===== src/rtl/hs1way_rr_merger.sv =====
// Merges g_channels one-way push channels into one tagged output stream. Each channel has its own FIFO.
// Latency is 2 edges from push to output. There is no backpressure: a word pushed into a full FIFO is dropped and sets sticky p_overflow.
module hs1way_rr_merger #(
  parameter int g_data_size = 8,
  parameter int g_channels  = 4,
  parameter int g_depth     = 4,
  localparam int c_chan_w   = (g_channels > 1) ? $clog2(g_channels) : 1
) (
  input  logic                             p_clock,
  input  logic                             p_reset_n,
  input  logic [g_channels-1:0]            p_in_push,
  input  logic [g_channels*g_data_size-1:0] p_in_data,
  output logic                             p_out_push,
  output logic [g_data_size-1:0]           p_out_data,
  output logic [c_chan_w-1:0]              p_out_channel,
  output logic [g_channels-1:0]            p_overflow,
  input  logic                             p_clear_overflow
);

  localparam int c_ptr_w = $clog2(g_depth);

  logic [g_data_size-1:0] mem [g_channels][g_depth];
  logic [c_ptr_w-1:0]     rd_ptr [g_channels];
  logic [c_ptr_w-1:0]     wr_ptr [g_channels];
  logic [c_ptr_w:0]       cnt    [g_channels];

  logic [c_chan_w-1:0]    last_grant;
  logic [c_chan_w-1:0]    grant_idx;
  logic [c_chan_w-1:0]    cand;
  int                     cand_i;
  logic                   grant_vld;
  logic [g_data_size-1:0] grant_dat;
  logic [g_channels-1:0]  pop;
  logic [g_channels-1:0]  accept;
  logic [g_channels-1:0]  drop;

  // Candidates are judged on pre-edge counts, so a word written this edge waits one cycle.
  always_comb begin
    grant_vld = 1'b0;
    grant_idx = '0;
    cand_i    = 0;
    cand      = '0;
    for (int k = 1; k <= g_channels; k++) begin
      cand_i = (int'(last_grant) + k) % g_channels;
      cand   = c_chan_w'(cand_i);
      if (!grant_vld && (cnt[cand] != '0)) begin
        grant_vld = 1'b1;
        grant_idx = cand;
      end
    end
  end

  assign grant_dat = mem[grant_idx][rd_ptr[grant_idx]];

  // A full FIFO still accepts a push when it is being popped at the same edge.
  always_comb begin
    pop    = '0;
    accept = '0;
    drop   = '0;
    for (int i = 0; i < g_channels; i++) begin
      pop[i]    = grant_vld && (grant_idx == c_chan_w'(i));
      accept[i] = p_in_push[i] && ((cnt[i] != (c_ptr_w+1)'(g_depth)) || pop[i]);
      drop[i]   = p_in_push[i] && (cnt[i] == (c_ptr_w+1)'(g_depth)) && !pop[i];
    end
  end

  always_ff @(posedge p_clock) begin
    for (int i = 0; i < g_channels; i++) begin
      if (accept[i]) begin
        mem[i][wr_ptr[i]] <= p_in_data[i*g_data_size +: g_data_size];
      end
    end
  end

  always_ff @(posedge p_clock or negedge p_reset_n) begin
    if (!p_reset_n) begin
      for (int i = 0; i < g_channels; i++) begin
        rd_ptr[i] <= '0;
        wr_ptr[i] <= '0;
        cnt[i]    <= '0;
      end
      last_grant    <= c_chan_w'(g_channels - 1);
      p_out_push    <= 1'b0;
      p_out_data    <= '0;
      p_out_channel <= '0;
      p_overflow    <= '0;
    end else begin
      for (int i = 0; i < g_channels; i++) begin
        if (accept[i]) wr_ptr[i] <= wr_ptr[i] + c_ptr_w'(1);
        if (pop[i])    rd_ptr[i] <= rd_ptr[i] + c_ptr_w'(1);
        cnt[i]        <= cnt[i] + {c_ptr_w'(0), accept[i]} - {c_ptr_w'(0), pop[i]};
        p_overflow[i] <= drop[i] | (p_overflow[i] & ~p_clear_overflow);
      end
      p_out_push <= grant_vld;
      if (grant_vld) begin
        last_grant    <= grant_idx;
        p_out_data    <= grant_dat;
        p_out_channel <= grant_idx;
      end
    end
  end

endmodule


===== config.mk =====
export PLATFORM = sky130hd
export DESIGN_NAME = hs1way_rr_merger
export DESIGN_NICKNAME = d
export VERILOG_FILES = /design/src/rtl/hs1way_rr_merger.sv
export SDC_FILE = /design/constraint.sdc
export NUM_CORES = 1
export LEC_CHECK = 0
export ABC_CLOCK_PERIOD_IN_PS = 5100
export BUFFER_PORTS_ARGS = -buffer_cell sky130_fd_sc_hd__buf_2
export CAP_MARGIN = 20
export CORE_ASPECT_RATIO = 1.2
export CORE_UTILIZATION = 55
export CTS_BUF_LIST = sky130_fd_sc_hd__clkbuf_4
export CTS_CLUSTER_SIZE = 10
export DETAILED_ROUTE_END_ITERATION = 16
export PLACE_DENSITY = 0.76
export RECOVER_POWER = 100
export SLEW_MARGIN = 30
export SYNTH_ARGS = -nofsm -noshare
export SYNTH_HDL_FRONTEND = slang
export SYNTH_SLANG_ARGS = --single-unit

===== constraint.sdc =====
create_clock -name p_clock -period 5.1 [get_ports p_clock]
set_clock_uncertainty 0.2 [all_clocks]
set_input_delay 0.765 -clock p_clock [delete_from_list [all_inputs] [get_ports p_clock]]
set_output_delay 0.765 -clock p_clock [all_outputs]
set_load 0.005 [all_outputs]

[Word-level counts from Yosys, hierarchy flattened]
Memories as Yosys holds them, arrays and structs flattened.
Index checks and enable logic that the tools add are counted.
Storage, ports and cells
  bits in registers: 45
  memory bits (writable): 128
  input port bits: 39
  word-level logic and storage cells: 163
  memories kept: 1
Memory list
  mem: depth 4, bits a word 32, rd ports 1, clocked after memory_dff 0, wr ports 4, line 22  | logic [g_data_size-1:0] mem [g_channels][g_depth];
Cells by class
  add/sub/neg operators: 20
  order comparisons: 14
  equality and inequality tests: 11
  muxes and demuxes: 42
  bitwise logic cells: 19
  reductions and logical operators: 39
Operator list (number)
  32-bit two-way mux: 4
  8-bit demux with 2-bit select: 4
  8-bit two-way mux: 6
  3-bit >= comparator (second input constant): 10
  2-bit NOT with 3-bit output: 10
  3-bit binary-select mux with 2-bit select: 4
  3-bit two-way mux: 8
  1-bit logical AND: 23
  2-bit by 1-bit adder with 2-bit output (second input constant): 10
  8-bit binary-select mux with 2-bit select: 1
  3-bit by 1-bit adder with 3-bit output: 4
  3-bit equality test (second input constant): 4
  3-bit by 1-bit less-than comparator with 1-bit output (second input constant): 4
  2-bit two-way mux: 6
  3-bit != test (second input constant): 4
  3-bit nonzero test: 4
  3-bit by 1-bit subtractor with 3-bit output: 4
  1-bit two-way mux: 8
  1-bit logical NOT: 7
  2-bit adder (second input constant): 2
  1-bit bitwise AND: 4
  2-bit binary-select mux with 2-bit select: 1
  2-bit equality test (second input constant): 2
  1-bit logical OR: 4
  4 further kinds: 7

[Logic depth before layout (Yosys ltp)]
  depth after elaboration: 24
  depth in mapped cells: 15
  depth with buffers taken out: 14

[Worst setup path after synthesis]
OpenSTA, ideal clock, no wires.
  path kind: register to register
  start: reg cnt[1] in the netlist's numbering
  end: reg cnt[8] in the netlist's numbering
  library setup time: 0.124 ns
  arrival time: 3.311 ns
  path slack: 1.465 ns
  cell stages (with the launch flop): 16
  cells stage by stage: dfrtp_1 > or3_4 > a22o_1 > o21ai_2 > buf_2 > buf_2 > nand2_1 > a31oi_1 > inv_1 > ha_1 > inv_1 > ha_1 > inv_1 > fa_1 > xnor2_1 > xnor2_1
Between the ends
  cells in the longest elaborated chain, start to end: 20
Ends and longest elaborated chain
  start, declared: line 25  | logic [c_ptr_w:0] cnt [g_channels];
  start signal, assigned by index: line 91  | cnt[i] <= cnt[i] + {c_ptr_w'(0), accept[i]} - {c_ptr_w'(0), pop[i]};
  3-bit binary-select mux with 2-bit select: line 46  | if (!grant_vld && (cnt[cand] != '0)) begin
  3-bit two-way mux (implied by the code) (2 in series): line 46
  3-bit nonzero test: line 46
  1-bit two-way mux: line 46
  1-bit logical NOT: line 46
  1-bit logical AND: line 46
  1-bit two-way mux: line 46
  1-bit logical NOT: line 46
  [... 3 more ...]
  1-bit logical AND: line 46
  2-bit two-way mux: line 46
  2-bit by 1-bit equality test with 1-bit output: line 61  | pop[i] = grant_vld && (grant_idx == c_chan_w'(i));
  1-bit logical AND *: line 61
  1-bit logical OR: line 62  | accept[i] = p_in_push[i] && ((cnt[i] != (c_ptr_w+1)'(g_depth)) || pop[i]);
  1-bit logical AND: line 62
  3-bit by 1-bit adder with 3-bit output: line 91
  3-bit by 1-bit subtractor with 3-bit output *: line 91
Mark *: on every way between the ends. The rest lies on a longest branch, timed or not. The select of a mux whose other input is x is not followed.
A chain may end at the register's enable or synchronous reset.

[Worst setup path after layout]
  start: reg cnt[1] in the netlist's numbering
  end: reg cnt[2] in the netlist's numbering
Between the ends
  cells in the longest elaborated chain, start to end: 20
Ends and longest elaborated chain (line)
  3-bit binary-select mux with 2-bit select: 46
  3-bit two-way mux (implied by the code) (2 in series): 46
  3-bit nonzero test: 46
  1-bit two-way mux: 46
  1-bit logical NOT: 46
  1-bit logical AND: 46
  1-bit two-way mux: 46
  1-bit logical NOT: 46
  [... 3 more ...]
  1-bit logical AND: 46
  2-bit two-way mux: 46
  2-bit equality test: 61
  1-bit logical AND: 61
  1-bit logical OR: 62
  1-bit logical AND: 62
  3-bit by 1-bit adder with 3-bit output: 91
  3-bit by 1-bit subtractor with 3-bit output *: 91
Marks and branches as above.

==> run summary <==
### Timing
- **Worst Hold Margin** 247.8 ps
- **setup tns final** 0 ps
- **tightest slew margin relative to the limit** -80.09%
- **post-layout minimum cycle time** 4379 ps
- **achievable clock frequency** 228.4 MHz
- **slew at the pin with the worst max-slew slack** 2701 ps
- **number of pins exceeding their max-slew limit in the final report** 46
- **number of endpoints with negative hold slack in the final report** 0
- **crit share post-route** 85.86%
- **setup violators final** 0
- **final worst slack** 721.0 ps
- **unrepaired setup endpoints after global routing** no

### Global routing
- **number of antenna violations at the first check in global routing** 0
- **first-pass GRT wire length** 26.94 mm
- **number of global-route vias before repair** 4,847
- **global router's overall resource usage** 27.08%
- **grt ovf** 0
- **maximum number of pins on one net before global-route repair** 61

### Clock tree
- **number of gates resized after CTS** 0
- **total of hold buffers inserted after clock tree synthesis** 0
- **# Post-CTS Setup Buffers** 0
- **clock tree sinks** 173
- **Max H-tree Level** 4
- **root buffer selected by CTS** sky130_fd_sc_hd__clkbuf_4
- **worst-case clock buffer depth** 2
- **clock slew seen by the registers of the worst setup and hold paths** 140 ps
- **clock latency reported for the late side of the worst-skew pair** 570 ps
- **total clock buffers created by CTS** 17
- **TritonCTS clock tree** yes

### Logic synthesis
- **post-synth net total** 621
- **Synth Instances** 554
- **Top FF cell, synth** sky130_fd_sc_hd__edfxtp_1
- **top cell type by total area after synthesis** sky130_fd_sc_hd__edfxtp_1
- **post-synthesis async set-or-reset flop share** 26.01%
- **portion of the post-synthesis area used by sequential elements** 66.27%
- **portion of synthesized cell area occupied by the leading cell type** 51.23%
- **per-instance average area after synthesis** 13.54 um^2
- **Syn Std Cell Area** 7503 um^2
- **Warnings, synthesis** 0
- **count of flip-flops with a built-in enable after synthesis** 128
- **post-synthesis sequential element count** 173
- **number of library cell types mapped by synthesis** 52
- **Synth area leaders** sky130_fd_sc_hd__edfxtp_1 51%, sky130_fd_sc_hd__dfrtp_1 14%, sky130_fd_sc_hd__ha_1 4.0%

### Route
- **violation count after the first detailed-routing iteration** 349
- **total via count after detailed routing** 4,703
- **Post-Route WL** 17.64 mm
- **residual DRC count** 0
- **length of the first detailed-routing pass in iterations** 7
- **post-route antenna net violation count** 0
- **WL/cell** 22.50 um
- **vias per inst** 5.999

### Final layout
- **n_diodes** 0
- **area occupied by multi-input gates** 2255 um^2
- **number of filler instances in the final layout** 1,036
- **layout cell share with drive strength beyond 1** 12.34%
- **final-stage net count** 670
- **Storage cell area** 4972 um^2
- **core occupancy in the finished layout** 61.22%
- **layout overhead on the synthesized area** 8.004%

### Min path
- **critical hold path startpoint** p_in_data[0]
- **type of the tightest min-delay check** in2reg

### Critical path
- **required time of the worst setup path** 5390 ps
- **launch point of the worst path** cnt[1]$_DFF_PN0_
- **Critical Path Sink Type** flop
- **kind of launch point of the worst setup path** flop
- **total buffers and inverters traversed by the critical path** 3
- **worst r2r src** cnt[1]$_DFF_PN0_
- **dominant cell type by count on the critical path** sky130_fd_sc_hd__inv_1
- **largest driver fanout on the critical path** 13
- **worst path cell trace** or3_1 > a22oi_1 > and4_2 > nor2_2 > or4b_4 > and2_4 > inv_1 > ha_1 > inv_1 > ha_1 > inv_1 > fa_1 > xnor2_1 > xnor2_1
- **cell type of the slowest stage on the worst timing path** sky130_fd_sc_hd__a22oi_1
- **Crit path arrival time** 4670 ps
- **critical path class** reg2reg
- **Largest delay share family, worst path** simple AND/OR/NAND/NOR gates
- **Crit path largest cell delay** 790 ps

### Status
- **violations in the final reports** max-capacitance violations, max-slew violations
- **result of the run** complete, but fails checks

### Die
- **I/O pin total** 54
- **total core area** 13,240 um^2
- **area enclosed by the die boundary** 14,120 um^2
- **num rows** 46
- **die span in y** 130.0 um
- **starting utilization of the core area** 56.68%
- **Die Wd** 108.6 um

### Placement
- **Placer Congestion** 0.8452
- **number of port buffers** 53
- **post-place setup slack** 1088 ps
- **Detail Placement HPWL** 12.33 mm

### Run
- **max cap viols** 1

[layout make-up]
| type | instances | share of cell area (%) |
|---|---|---|
| multi-input combinational | 316 | 27.82 |
| timing repair buffer | 58 | 3.072 |
| clock buffer | 18 | 1.667 |
| sequential | 173 | 61.36 |
| tap | 168 | 2.594 |
| clock inverter | 14 | 1.776 |
| inverter | 37 | 1.714 |
[kinds of logic after synthesis]
family,count (synthesis),share of synthesized area [%]
flops,173,66.27
compound gates,126,11.72
fa+ha+maj,28,5.069
xor+xnor,20,2.334
buf+inv,65,3.552
simple gates,124,8.438
mux,18,2.618
[cells in the mapped netlist, drive strengths merged, types with 2 or more instances]
library cell and n:
clkbuf 14, edfxtp 128, a21oi 49, a211o 8, or4b 2, mux2 10, ha 24, or3 2
dfrtp 43, xnor2 16, xor2 4, nor2 6, mux2i 8, nand3 3, a22oi 25, and3 23
or2 7, a221oi 16, o211ai 2, nor3 5, fa 4, o21ai 5, o22ai 4, buf 14
dfstp 2, inv 37, a221o 2, and2 9, nand2 64, o211a 7
[layer usage]
layer | vias to the layer above | wire length (um) | global-route usage (%)
met5 | - | 0 | 0
met4 | 0 | 984 | 15.90
met3 | 54 | 1026 | 6.044
met2 | 199 | 9094 | 46.50
met1 | 2315 | 6536 | 31.02
li1 | 2135 | - | -
[stage by stage]
step                      area [um^2]  std cells
final                            8104        784
after global routing             8104        784
after detailed placement         7898        752
after CTS                        8177        784
after global placement           7898        752
after floorplan                  7503        554
[worst reg2reg max path, delay by kind of cell, from the launching register on]
family	cells	cell delay, ps
AO/OA/AOI/OAI	1	790
XOR/XNOR	2	330
adder cells (fa/ha/maj)	3	730
buffers and inverters	3	160
flip-flops	1	470
AND/OR/NAND/NOR	5	1630
[path summary, 6_finish.rpt]
kind | slack, ps | to | cells past startpoint
max reg2reg | 720 | cnt[2]$_DFF_PN0_ | 14
max in group asynchronous | 2250 | rd_ptr[1]$_DFFE_PN0N_ | 2
max | 720 | cnt[2]$_DFF_PN0_ | 14
min reg2reg | 280 | rd_ptr[5]$_DFFE_PN0N_ | 1
min in group asynchronous | 940 | p_overflow[0]$_DFF_PN0_ | 2
min | 250 | mem[0][8]$_DFFE_PP_ | 1
[registers in the layout, indices dropped and copies added (netlist names)]
| signal | flops |
|---|---|
| cnt | 12 |
| last_grant | 2 |
| mem | 128 |
| p_out_channel | 2 |
| p_out_data | 8 |
| p_out_push | 1 |
| p_overflow | 4 |
| rd_ptr | 8 |
| wr_ptr | 8 |
[layout by cell type, fill, tap and decap left out, drive strengths merged, types with 3 or more instances in the layout]
cell	synthesis	routed
edfxtp	128	128
nand2	64	64
clkbuf	14	59
a21oi	49	49
dfrtp	43	43
inv	37	40
a22oi	25	25
ha	24	24
and3	23	23
buf	14	17
xnor2	16	16
a221oi	16	16
mux2	10	10
and2	9	9
mux2i	8	8
a211o	8	8
or2	7	7
o211a	7	7
nor2	6	6
nor3	5	5
o21ai	5	5
clkinv	0	5
xor2	4	4
o22ai	4	4
fa	4	4
clkinvlp	0	4
nand3	3	3
Power is left out: the tool's default activity adds up to more than one toggle a clock period on the data nets, which glitch-free logic cannot reach.
